## config.mk

```make
export PLATFORM = sky130hd
export DESIGN_NAME = motor_phase_decoder_flat
export DESIGN_NICKNAME = d
export VERILOG_FILES = /design/src/rtl/motor_phase_pkg.sv /design/src/rtl/motor_phase_if.sv /design/src/rtl/phase_glitch_filter.sv /design/src/rtl/motor_phase_decoder.sv /design/src/flat_wrapper.sv
export SDC_FILE = /design/constraint.sdc
export NUM_CORES = 1
export LEC_CHECK = 0
export CELL_PAD_IN_SITES_DETAIL_PLACEMENT = 1
export CELL_PAD_IN_SITES_GLOBAL_PLACEMENT = 1
export CORE_MARGIN = 1
export CORE_UTILIZATION = 45
export CTS_BUF_LIST = sky130_fd_sc_hd__clkbuf_4 sky130_fd_sc_hd__clkbuf_8
export CTS_CLUSTER_DIAMETER = 60
export DETAILED_ROUTE_END_ITERATION = 10
export PLACE_DENSITY = 0.89
export SETUP_SLACK_MARGIN = 0.5
export SLEW_MARGIN = 25
export SYNTH_ARGS = -nofsm -noshare
export SYNTH_HDL_FRONTEND = slang
export SYNTH_SLANG_ARGS = --single-unit
```

## constraint.sdc

```tcl
create_clock -name CLK -period 4.8 [get_ports CLK]
set_input_delay 0.48 -clock CLK [delete_from_list [all_inputs] [get_ports CLK]]
set_output_delay 0.48 -clock CLK [all_outputs]
set_load 0.03 [all_outputs]
```

## src/rtl/motor_phase_pkg.sv

```systemverilog
// Shared constants, phase-code helpers and FSM state encoding for the
// stepper phase decoder.
package motor_phase_pkg;

  localparam logic [3:0] PH_0 = 4'b1001;
  localparam logic [3:0] PH_1 = 4'b1010;
  localparam logic [3:0] PH_2 = 4'b0110;
  localparam logic [3:0] PH_3 = 4'b0101;

  typedef enum logic [1:0] {
    ST_INIT  = 2'd0,
    ST_TRACK = 2'd1,
    ST_LOST  = 2'd2
  } state_e;

  function automatic logic code_valid(input logic [3:0] code);
    return (code == PH_0) || (code == PH_1) || (code == PH_2) || (code == PH_3);
  endfunction

  function automatic logic [1:0] code_to_idx(input logic [3:0] code);
    logic [1:0] idx;
    case (code)
      PH_1:    idx = 2'd1;
      PH_2:    idx = 2'd2;
      PH_3:    idx = 2'd3;
      default: idx = 2'd0;
    endcase
    return idx;
  endfunction

endpackage

```

## src/rtl/motor_phase_if.sv

```systemverilog
// Signal bundle between the phase decoder and its observer, plus FSM debug state.
interface motor_phase_if
  #(parameter int POS_W = 16,
    parameter int PER_W = 24);
  import motor_phase_pkg::*;

  // No valid/ready pair here: STEP_PULSE is a one-cycle strobe that marks the
  // cycle in which POS, DIR and STEP_PERIOD take their new values; all other
  // outputs are level signals valid every cycle.
  logic [3:0]       PHASE_IN;
  logic             CLR;
  logic             STEP_PULSE;
  logic             DIR;
  logic [POS_W-1:0] POS;
  logic [PER_W-1:0] STEP_PERIOD;
  logic             RUNNING;
  logic             SYNCED;
  logic             ERR_FLAG;
  logic [7:0]       ERR_CNT;
  state_e           STATE;

  modport master (
    output PHASE_IN, CLR,
    input  STEP_PULSE, DIR, POS, STEP_PERIOD, RUNNING, SYNCED, ERR_FLAG, ERR_CNT, STATE
  );

  modport slave (
    input  PHASE_IN, CLR,
    output STEP_PULSE, DIR, POS, STEP_PERIOD, RUNNING, SYNCED, ERR_FLAG, ERR_CNT, STATE
  );

endinterface

```

## src/rtl/phase_glitch_filter.sv

```systemverilog
// Registers the coil pattern and emits a one-cycle accept strobe once a code
// different from the last accepted one has been stable for FILT_CYCLES samples.
module phase_glitch_filter #(
  parameter int FILT_CYCLES = 16
) (
  input  logic       CLK,
  input  logic       RESET,
  input  logic [3:0] phase_i,
  output logic [3:0] code_o,
  output logic       accept_o
);

  localparam int             CW      = $clog2(FILT_CYCLES + 1);
  localparam logic [CW-1:0]  CNT_MAX = CW'(FILT_CYCLES);

  logic [3:0]    in_q, cand_q, acc_q, acc_d;
  logic [CW-1:0] cnt_q, cnt_d;
  logic          accept_q, accept_d;

  always_comb begin
    cnt_d = cnt_q;
    if (in_q != cand_q) begin
      cnt_d = CW'(1);
    end else if (cnt_q != CNT_MAX) begin
      cnt_d = cnt_q + CW'(1);
    end
    // Comparing against the accepted code keeps a held input from re-firing.
    accept_d = (cnt_d == CNT_MAX) && (in_q != acc_q);
    acc_d    = accept_d ? in_q : acc_q;
  end

  always_ff @(posedge CLK or negedge RESET) begin
    if (!RESET) begin
      in_q     <= '0;
      cand_q   <= '0;
      cnt_q    <= '0;
      acc_q    <= '0;
      accept_q <= 1'b0;
    end else begin
      in_q     <= phase_i;
      cand_q   <= in_q;
      cnt_q    <= cnt_d;
      acc_q    <= acc_d;
      accept_q <= accept_d;
    end
  end

  assign code_o   = acc_q;
  assign accept_o = accept_q;

endmodule

```

## src/rtl/motor_phase_decoder.sv

```systemverilog
// Decodes filtered stepper phase codes into step pulses, direction, signed
// position, step period, running/synced status and sequence-error tracking.
module motor_phase_decoder
  import motor_phase_pkg::*;
#(
  parameter int FILT_CYCLES = 16,
  parameter int TIMEOUT     = 1000000,
  parameter int POS_W       = 16,
  parameter int PER_W       = 24
) (
  input  logic         CLK,
  input  logic         RESET,
  motor_phase_if.slave bus
);

  localparam logic [PER_W-1:0] GAP_MAX = '1;
  localparam logic [PER_W-1:0] TO_M1   = PER_W'(TIMEOUT - 1);

  logic [3:0] code;
  logic       accept;

  phase_glitch_filter #(.FILT_CYCLES(FILT_CYCLES)) u_filter (
    .CLK      (CLK),
    .RESET    (RESET),
    .phase_i  (bus.PHASE_IN),
    .code_o   (code),
    .accept_o (accept)
  );

  state_e           state_q, state_d;
  logic [1:0]       idx_q, idx_d, new_idx, diff;
  logic [POS_W-1:0] pos_q, pos_d;
  logic [PER_W-1:0] gap_q, gap_d, per_q, per_d;
  logic [7:0]       ecnt_q, ecnt_d;
  logic             pulse_q, pulse_d, dir_q, dir_d, run_q, run_d;
  logic             sync_q, sync_d, eflag_q, eflag_d, err;

  always_comb begin
    state_d = state_q;
    idx_d   = idx_q;
    pos_d   = pos_q;
    per_d   = per_q;
    ecnt_d  = ecnt_q;
    pulse_d = 1'b0;
    dir_d   = dir_q;
    run_d   = run_q;
    sync_d  = sync_q;
    eflag_d = eflag_q;
    err     = 1'b0;
    new_idx = code_to_idx(code);
    diff    = new_idx - idx_q;
    gap_d   = (gap_q == GAP_MAX) ? gap_q : gap_q + PER_W'(1);

    if (gap_q >= TO_M1) run_d = 1'b0;

    if (accept) begin
      gap_d = '0;
      case (state_q)
        ST_INIT, ST_LOST: begin
          if (code_valid(code)) begin
            idx_d   = new_idx;
            sync_d  = 1'b1;
            state_d = ST_TRACK;
          end
        end
        ST_TRACK: begin
          if (!code_valid(code)) begin
            err     = 1'b1;
            sync_d  = 1'b0;
            run_d   = 1'b0;
            state_d = ST_LOST;
          end else if (diff == 2'd2) begin
            err   = 1'b1;
            idx_d = new_idx;
          end else if (diff != 2'd0) begin
            pulse_d = 1'b1;
            dir_d   = (diff == 2'd3);
            pos_d   = (diff == 2'd1) ? pos_q + POS_W'(1) : pos_q - POS_W'(1);
            per_d   = (gap_q == GAP_MAX) ? GAP_MAX : gap_q + PER_W'(1);
            run_d   = 1'b1;
            idx_d   = new_idx;
          end
        end
        default: state_d = ST_INIT;
      endcase
    end

    if (err) begin
      eflag_d = 1'b1;
      if (ecnt_q != 8'hFF) ecnt_d = ecnt_q + 8'd1;
    end

    // Clear dominates only the accumulated values; the step itself still shows.
    if (bus.CLR) begin
      pos_d   = '0;
      ecnt_d  = '0;
      eflag_d = 1'b0;
    end
  end

  always_ff @(posedge CLK or negedge RESET) begin
    if (!RESET) begin
      state_q <= ST_INIT;
      idx_q   <= '0;
      pos_q   <= '0;
      gap_q   <= '0;
      per_q   <= '0;
      ecnt_q  <= '0;
      pulse_q <= 1'b0;
      dir_q   <= 1'b0;
      run_q   <= 1'b0;
      sync_q  <= 1'b0;
      eflag_q <= 1'b0;
    end else begin
      state_q <= state_d;
      idx_q   <= idx_d;
      pos_q   <= pos_d;
      gap_q   <= gap_d;
      per_q   <= per_d;
      ecnt_q  <= ecnt_d;
      pulse_q <= pulse_d;
      dir_q   <= dir_d;
      run_q   <= run_d;
      sync_q  <= sync_d;
      eflag_q <= eflag_d;
    end
  end

  assign bus.STEP_PULSE  = pulse_q;
  assign bus.DIR         = dir_q;
  assign bus.POS         = pos_q;
  assign bus.STEP_PERIOD = per_q;
  assign bus.RUNNING     = run_q;
  assign bus.SYNCED      = sync_q;
  assign bus.ERR_FLAG    = eflag_q;
  assign bus.ERR_CNT     = ecnt_q;
  assign bus.STATE       = state_q;

endmodule
```

## src/flat_wrapper.sv

```systemverilog
// flat-port wrapper written by rule: the top's interface ports become plain ports
module motor_phase_decoder_flat import motor_phase_pkg::*;
#(
  parameter int FILT_CYCLES = 16,
  parameter int TIMEOUT     = 1000000,
  parameter int POS_W       = 16,
  parameter int PER_W       = 24
)
  (CLK, RESET, bus_PHASE_IN, bus_CLR, bus_STEP_PULSE, bus_DIR, bus_POS, bus_STEP_PERIOD, bus_RUNNING, bus_SYNCED, bus_ERR_FLAG, bus_ERR_CNT, bus_STATE);
  motor_phase_if #(.POS_W(POS_W), .PER_W(PER_W)) bus_i ();
  input  logic CLK;
  input  logic RESET;
  input wire logic [$bits(bus_i.PHASE_IN)-1:0] bus_PHASE_IN;
  input wire logic [$bits(bus_i.CLR)-1:0] bus_CLR;
  output wire logic [$bits(bus_i.STEP_PULSE)-1:0] bus_STEP_PULSE;
  output wire logic [$bits(bus_i.DIR)-1:0] bus_DIR;
  output wire logic [$bits(bus_i.POS)-1:0] bus_POS;
  output wire logic [$bits(bus_i.STEP_PERIOD)-1:0] bus_STEP_PERIOD;
  output wire logic [$bits(bus_i.RUNNING)-1:0] bus_RUNNING;
  output wire logic [$bits(bus_i.SYNCED)-1:0] bus_SYNCED;
  output wire logic [$bits(bus_i.ERR_FLAG)-1:0] bus_ERR_FLAG;
  output wire logic [$bits(bus_i.ERR_CNT)-1:0] bus_ERR_CNT;
  output wire logic [$bits(bus_i.STATE)-1:0] bus_STATE;
  assign bus_i.PHASE_IN = bus_PHASE_IN;
  assign bus_i.CLR = bus_CLR;
  assign bus_STEP_PULSE = bus_i.STEP_PULSE;
  assign bus_DIR = bus_i.DIR;
  assign bus_POS = bus_i.POS;
  assign bus_STEP_PERIOD = bus_i.STEP_PERIOD;
  assign bus_RUNNING = bus_i.RUNNING;
  assign bus_SYNCED = bus_i.SYNCED;
  assign bus_ERR_FLAG = bus_i.ERR_FLAG;
  assign bus_ERR_CNT = bus_i.ERR_CNT;
  assign bus_STATE = bus_i.STATE;
  motor_phase_decoder #(.FILT_CYCLES(FILT_CYCLES), .TIMEOUT(TIMEOUT), .POS_W(POS_W), .PER_W(PER_W)) u_core (.CLK(CLK), .RESET(RESET), .bus(bus_i));
endmodule
```

# == Word level (Yosys, flattened, before mapping) ==
# Cells that the tools add are included.
# word_totals
in_bits,7
wordCells,109
out_inout_bits,55
ff_bits,99
# classes
eq_ne,21
reduce_logical,20
n_bitwise,1
n_mux,44
n_addsub,6
n_lt_le_gt_ge,1
# ops
op,count
16-bit 2-to-1 mux,7
24-bit 2-to-1 mux,3
"24-bit by 1-bit adder with 24-bit output, second input constant",1
"24-bit equality test, second input constant",1
"24-bit by 20-bit >= comparator with 1-bit output, second input constant",1
8-bit 2-to-1 mux,3
1-bit 2-to-1 mux,19
"16-bit by 1-bit adder with 16-bit output, second input constant",1
2-bit nonzero test,8
"16-bit by 1-bit subtractor with 16-bit output, second input constant",1
5-bit AND reduction,3
2-bit 2-to-1 mux,6
5-bit 2-to-1 mux,2
"8-bit by 1-bit adder with 8-bit output, second input constant",1
"4-bit by 3-bit equality test with 1-bit output, second input constant",2
"4-bit equality test, second input constant",2
4-bit != test,2
"8-bit != test, second input constant",1
2-bit case mux with 2 select lines,2
"2-bit equality test, second input constant",3
"2-bit != test, second input constant",3
2-bit case mux with 3 select lines,1
"5-bit by 1-bit adder with 5-bit output, second input constant",1
"5-bit equality test, second input constant",1
14 further kinds,18

# == Logic depth before layout (Yosys ltp) ==
# depth
word_depth,11
depth_mapped,15
ltp_nobuf,14

# == Cells and area by module ==
# From an unflattened synthesis, not the netlist that was laid out.
# hier_totals
cells_unflattened,542
area_unflattened_um2,5180.0
# modules_own_cells
mod,area_each_um2,cells_per_inst,n_inst
motor_phase_decoder,4400.5,487,1
phase_glitch_filter,779.5,55,1

# == Worst setup path after synthesis ==
# OpenSTA, ideal clock, no wires.
# synth_path
path_kind,reg-to-reg
start,"reg u_core.u_filter.acc_q[2], in the netlist u_core.u_filter.code_o[2]"
end,"reg u_core.pos_q[15], in the netlist u_core.bus.POS[15]"
stages_incl_launch_ff,15
period_less_slack_ns,3.809
required_time_ns,4.726
path_slack_ns,0.991
t_arrival_ns,3.735
n_path_buf,0
setup_time_ns,0.074
path_cell_list,dfrtp_1 > nand2b_1 > nor3_1 > a31oi_1 > ha_1 > xnor2_2 > nor4_1 > nor2_1 > ha_1 > a211oi_1 > o211ai_1 > a21oi_1 > nor2_1 > o311a_1 > nand4_1
# synth_via
elab_chain_len,11
elab_cells_between_ends,23
cone_classes,add/sub (1); eq/ne (7); mux (8); reduce/logical (7)
# synth_lines
item,line,text
"start, declared",phase_glitch_filter.sv:16,"logic [3:0] in_q, cand_q, acc_q, acc_d;"
"start signal, assigned",phase_glitch_filter.sv:37,acc_q <= '0;
"start signal, assigned",phase_glitch_filter.sv:43,acc_q <= acc_d;
4-bit by 3-bit equality test with 1-bit output or 4-bit equality test (tied branches),"motor_phase_pkg.sv:17, motor_phase_pkg.sv:22",
2-bit case mux with 3 select lines,motor_phase_pkg.sv:22,case (code)
2-bit subtractor,motor_phase_decoder.sv:51,diff = new_idx - idx_q;
2-bit by 1-bit equality test with 1-bit output,motor_phase_decoder.sv:78,pos_d = (diff == 2'd1) ? pos_q + POS_W'(1) : pos_q - POS_W'(1);
16-bit 2-to-1 mux,motor_phase_decoder.sv:78,
16-bit 2-to-1 mux,motor_phase_decoder.sv:75,end else if (diff != 2'd0) begin
16-bit 2-to-1 mux,motor_phase_decoder.sv:72,end else if (diff == 2'd2) begin
16-bit 2-to-1 mux,motor_phase_decoder.sv:67,if (!code_valid(code)) begin
16-bit 2-to-1 mux,motor_phase_decoder.sv:58,case (state_q)
16-bit 2-to-1 mux,motor_phase_decoder.sv:56,if (accept) begin
16-bit 2-to-1 mux,motor_phase_decoder.sv:94,if (bus.CLR) begin
"end signal, assigned",motor_phase_decoder.sv:117,pos_q <= pos_d;
"end, declared",motor_phase_decoder.sv:32,"logic [POS_W-1:0] pos_q, pos_d;"
# Several ways; a longest one is shown, not always the timed one. The select of a mux whose other input is x is not followed.
# A chain may end at the register's enable or synchronous reset.

# == Worst setup path after layout ==
# Ends and elaborated chain as after synthesis.

==> out/metrics.yaml <==
pwr:
  power_leakage_nw: 2.745
  finalPower_mw: 1.508
  p_per_area_nw_per_um2: 245.6
  ir_worst_vdd_v: 0.0001311
min_path:
  hold_path.class: "input pin to async pin"
setup_path:
  r2r-start: "u_core.u_filter.code_o[2]"
  cp.depth: 14
  critPathCaptureType: "flop"
  worstPathRequired_ns: 5.11
  critical_path.top_delay_family: "compound AO/OA/AOI/OAI gates"
  r2r-end: "u_core.bus.POS[15]"
  crit_end: "u_core.bus.POS[15]"
  setup.worst_path.start: "u_core.u_filter.code_o[2]"
  crit_chain: "nand2b_1, nor3_1, a31oi_1, ha_1, nor4_1, nor2_1, buf_4, ha_1, a211oi_1, o211ai_1, a21oi_1, nor2_1, o311a_1, nand4_1"
  ff2ff_path_depth: 14
  startpoint_type: "flop"
  cpMaxStageDelayCell: "dfrtp_1"
  cp_max_fo: 23
  crit_type: "flop to flop"
  critical_path_buf_inv_count: 1
  rrSetupSlack_ns: 1.02
  cp.arrival_ns: 4.10
  max_stage_delay_ns: 0.44
synthesis:
  yosysTopAreaCellShare_pct: 47.76
  ys_warn_count: 0
  synth_nets: 577
  ys_types: 59
  yosys-top-cells-count: "99 x dfrtp_1, 73 x nor2_1, 66 x nand2_1"
  synth-seq-area-share_pct: 47.76
  synth_most_common_cell: "dfrtp_1"
  ys_seq_elements: 99
  synth_cells: 547
  syn-cell-area_um2: 5187
  synth_edf_count: 0
  synth_area_leader_cell: "dfrtp_1"
  synth_area_per_cell_um2: 9.484
  synth_async_sr_flop_share_pct: 100.0
  ys.flop_type: "dfrtp_1"
  netlist_top_cells_area: "dfrtp_1 48%, ha_1 5.3%, nor2_1 5.3%, nand2_1 4.8%, xnor2_1 4.7%"
timing:
  period_share_pct: 78.84
  hold_viol: 0
  min_period_ns: 3.784
  setup_viol: 0
  tightest_slew_ns: 0.9835
  relSlewSlack_pct: 34.19
  drv_slew: 0
  clock_skew_ns: 0.01111
  max_freq_ghz: 0.2642
  setup_tns_ns: 0
  grt_setup_unrepaired: "no"
clocking:
  numCtsBuffers: 9
  clkSinkCount: 99
  cts_tree: "done"
  clk_path_buf_depth: 2
  ctsHoldBuffers: 0
  post-cts-setup-buffers: 0
  path_clk_slew_ns: 0.10
  root_buffer: "clkbuf_8"
  clk_latency_ns: 0.38
  cts_max_level: 3
  cts_resized: 0
final_layout:
  fin_cells: 749
  diodes: 0
  drive_gt1_share_pct: 6.897
  fill_cells: 1261
  final_nets: 634
  area_delta_synth_final_pct: 18.40
grt:
  antenna_found_initial: 0
  grt_use_total_pct: 24.45
  grt_pass1_wl_um: 22710
  grt_max_degree: 62
  grt_overflow: 0
  grt_pass1_vias: 4570
die:
  die_h_um: 109.4
  dieArea_um2: 11960
  rows: 38
  design.core.area_um2: 11030
  fp.dieW_um: 109.4
  start_util_pct: 47.03
  ios: 62
placed_design:
  dp_hpwl_um: 9634
  dp_cells: 733
  io_buffers: 61
  place_congestion: 0.8191
drt:
  vias_per_cell: 5.614
  num_vias: 4205
  first_pass_iters: 4
  drt_wl_total_um: 13120
  ant_nets: 0
  route.detailed.drc: 0
  wl_per_cell_um: 17.52
  drtIter0Drc: 164
run_status:
  status: "finished, final reports clean"
job:
  drv_cap: 0
per-stage QoR:
| step | instance area [um2] | utilization (%) | setup slack (ns) | hold WS, ns |
|---|---|---|---|---|
| after floorplan | 5187 | - | 0.9907 | 0.1844 |
| after global placement | 5916 | 53.63 | 1.195 | 0.4560 |
| after detailed placement | 5916 | 53.63 | 1.015 | 0.4659 |
| after CTS | 6147 | 55.73 | 1.019 | 0.2000 |
| after global routing | 6142 | 55.68 | 0.6007 | 0.2363 |
| final | 6142 | 55.68 | 1.016 | 0.1702 |
cell families after synthesis:
group	share of synthesized area, %
flops	47.76
compound gates	13.15
fa+ha+maj	5.692
mux	2.484
buf+inv	2.580
xor+xnor	8.587
simple gates	19.75
sequential cells by signal, indices dropped and copies added, names as in the netlist, 2 cells and up:
| signal | count |
|---|---|
| u_core.u_filter.cand_q | 4 |
| u_core.bus.STATE | 2 |
| u_core.bus.ERR_CNT | 8 |
| u_core.bus.POS | 16 |
| u_core.bus.STEP_PERIOD | 24 |
| u_core.gap_q | 24 |
| u_core.u_filter.code_o | 4 |
| u_core.idx_q | 2 |
| u_core.u_filter.in_q | 4 |
| u_core.u_filter.cnt_q | 5 |
report_power, final:
group          leakage [nW]  switching, mW  internal, mW
Sequential             1.35        0.00459         0.838
Clock                 0.114          0.314         0.314
Combinational          1.29         0.0273        0.0108
worst min path at each step:
stage | cells past startpoint | slack (ns) | start | end
6_report | 1 | 0.17 | RESET | u_core.u_filter.cnt_q[2]
5_1_grt | 1 | 0.24 | RESET | u_core.gap_q[7]
4_1_cts | 1 | 0.20 | RESET | u_core.gap_q[13]
3_5_place_dp | 0 | 0.47 | u_core.u_filter.in_q[2] | u_core.u_filter.cand_q[2]
3_3_place_gp | 0 | 0.46 | u_core.u_filter.in_q[3] | u_core.u_filter.cand_q[3]
2_1_floorplan | 0 | 0.18 | RESET | u_core.bus.DIR
layout make-up:
class                           count  area (um2)  area share (%)
Multi-Input combinational cell    416        2576           41.94
Sequential cell                    99        2477           40.33
Timing Repair Buffer               65       633.1           10.31
Tap cell                          140       175.2           2.852
Clock buffer                       10       137.6           2.241
Clock inverter                      6       93.84           1.528
Inverter                           13       48.80          0.7945
cell usage in the layout (no fill, tap or decap), drive strengths merged, types with 3 or more instances in the layout:
| master | n |
|---|---|
| ha | 22 |
| or2 | 3 |
| nor4 | 5 |
| nor2 | 73 |
| buf | 6 |
| a21o | 4 |
| nand2b | 6 |
| inv | 15 |
| a211oi | 3 |
| nand3 | 18 |
| o21a | 4 |
| clkdlybuf4s50 | 59 |
| nor3 | 9 |
| a31oi | 5 |
| xor2 | 21 |
| clkbuf | 10 |
| a21oi | 41 |
| mux2 | 7 |
| nor2b | 3 |
| and3 | 7 |
| nand4 | 10 |
| o21ai | 37 |
| o211ai | 4 |
| dfrtp | 99 |
| or3 | 3 |
| and2 | 3 |
| nand2 | 66 |
| mux2i | 5 |
| nor4b | 4 |
| xnor2 | 29 |
metal layers:
metal	vias up	share of wire, %	track usage, %
li1	2014	-	-
met1	2107	44	30.72
met2	61	52	43.40
met3	23	2.0	3.557
met4	0	1.7	7.524
met5	-	0	0
Power figures use the tool's default switching activity.
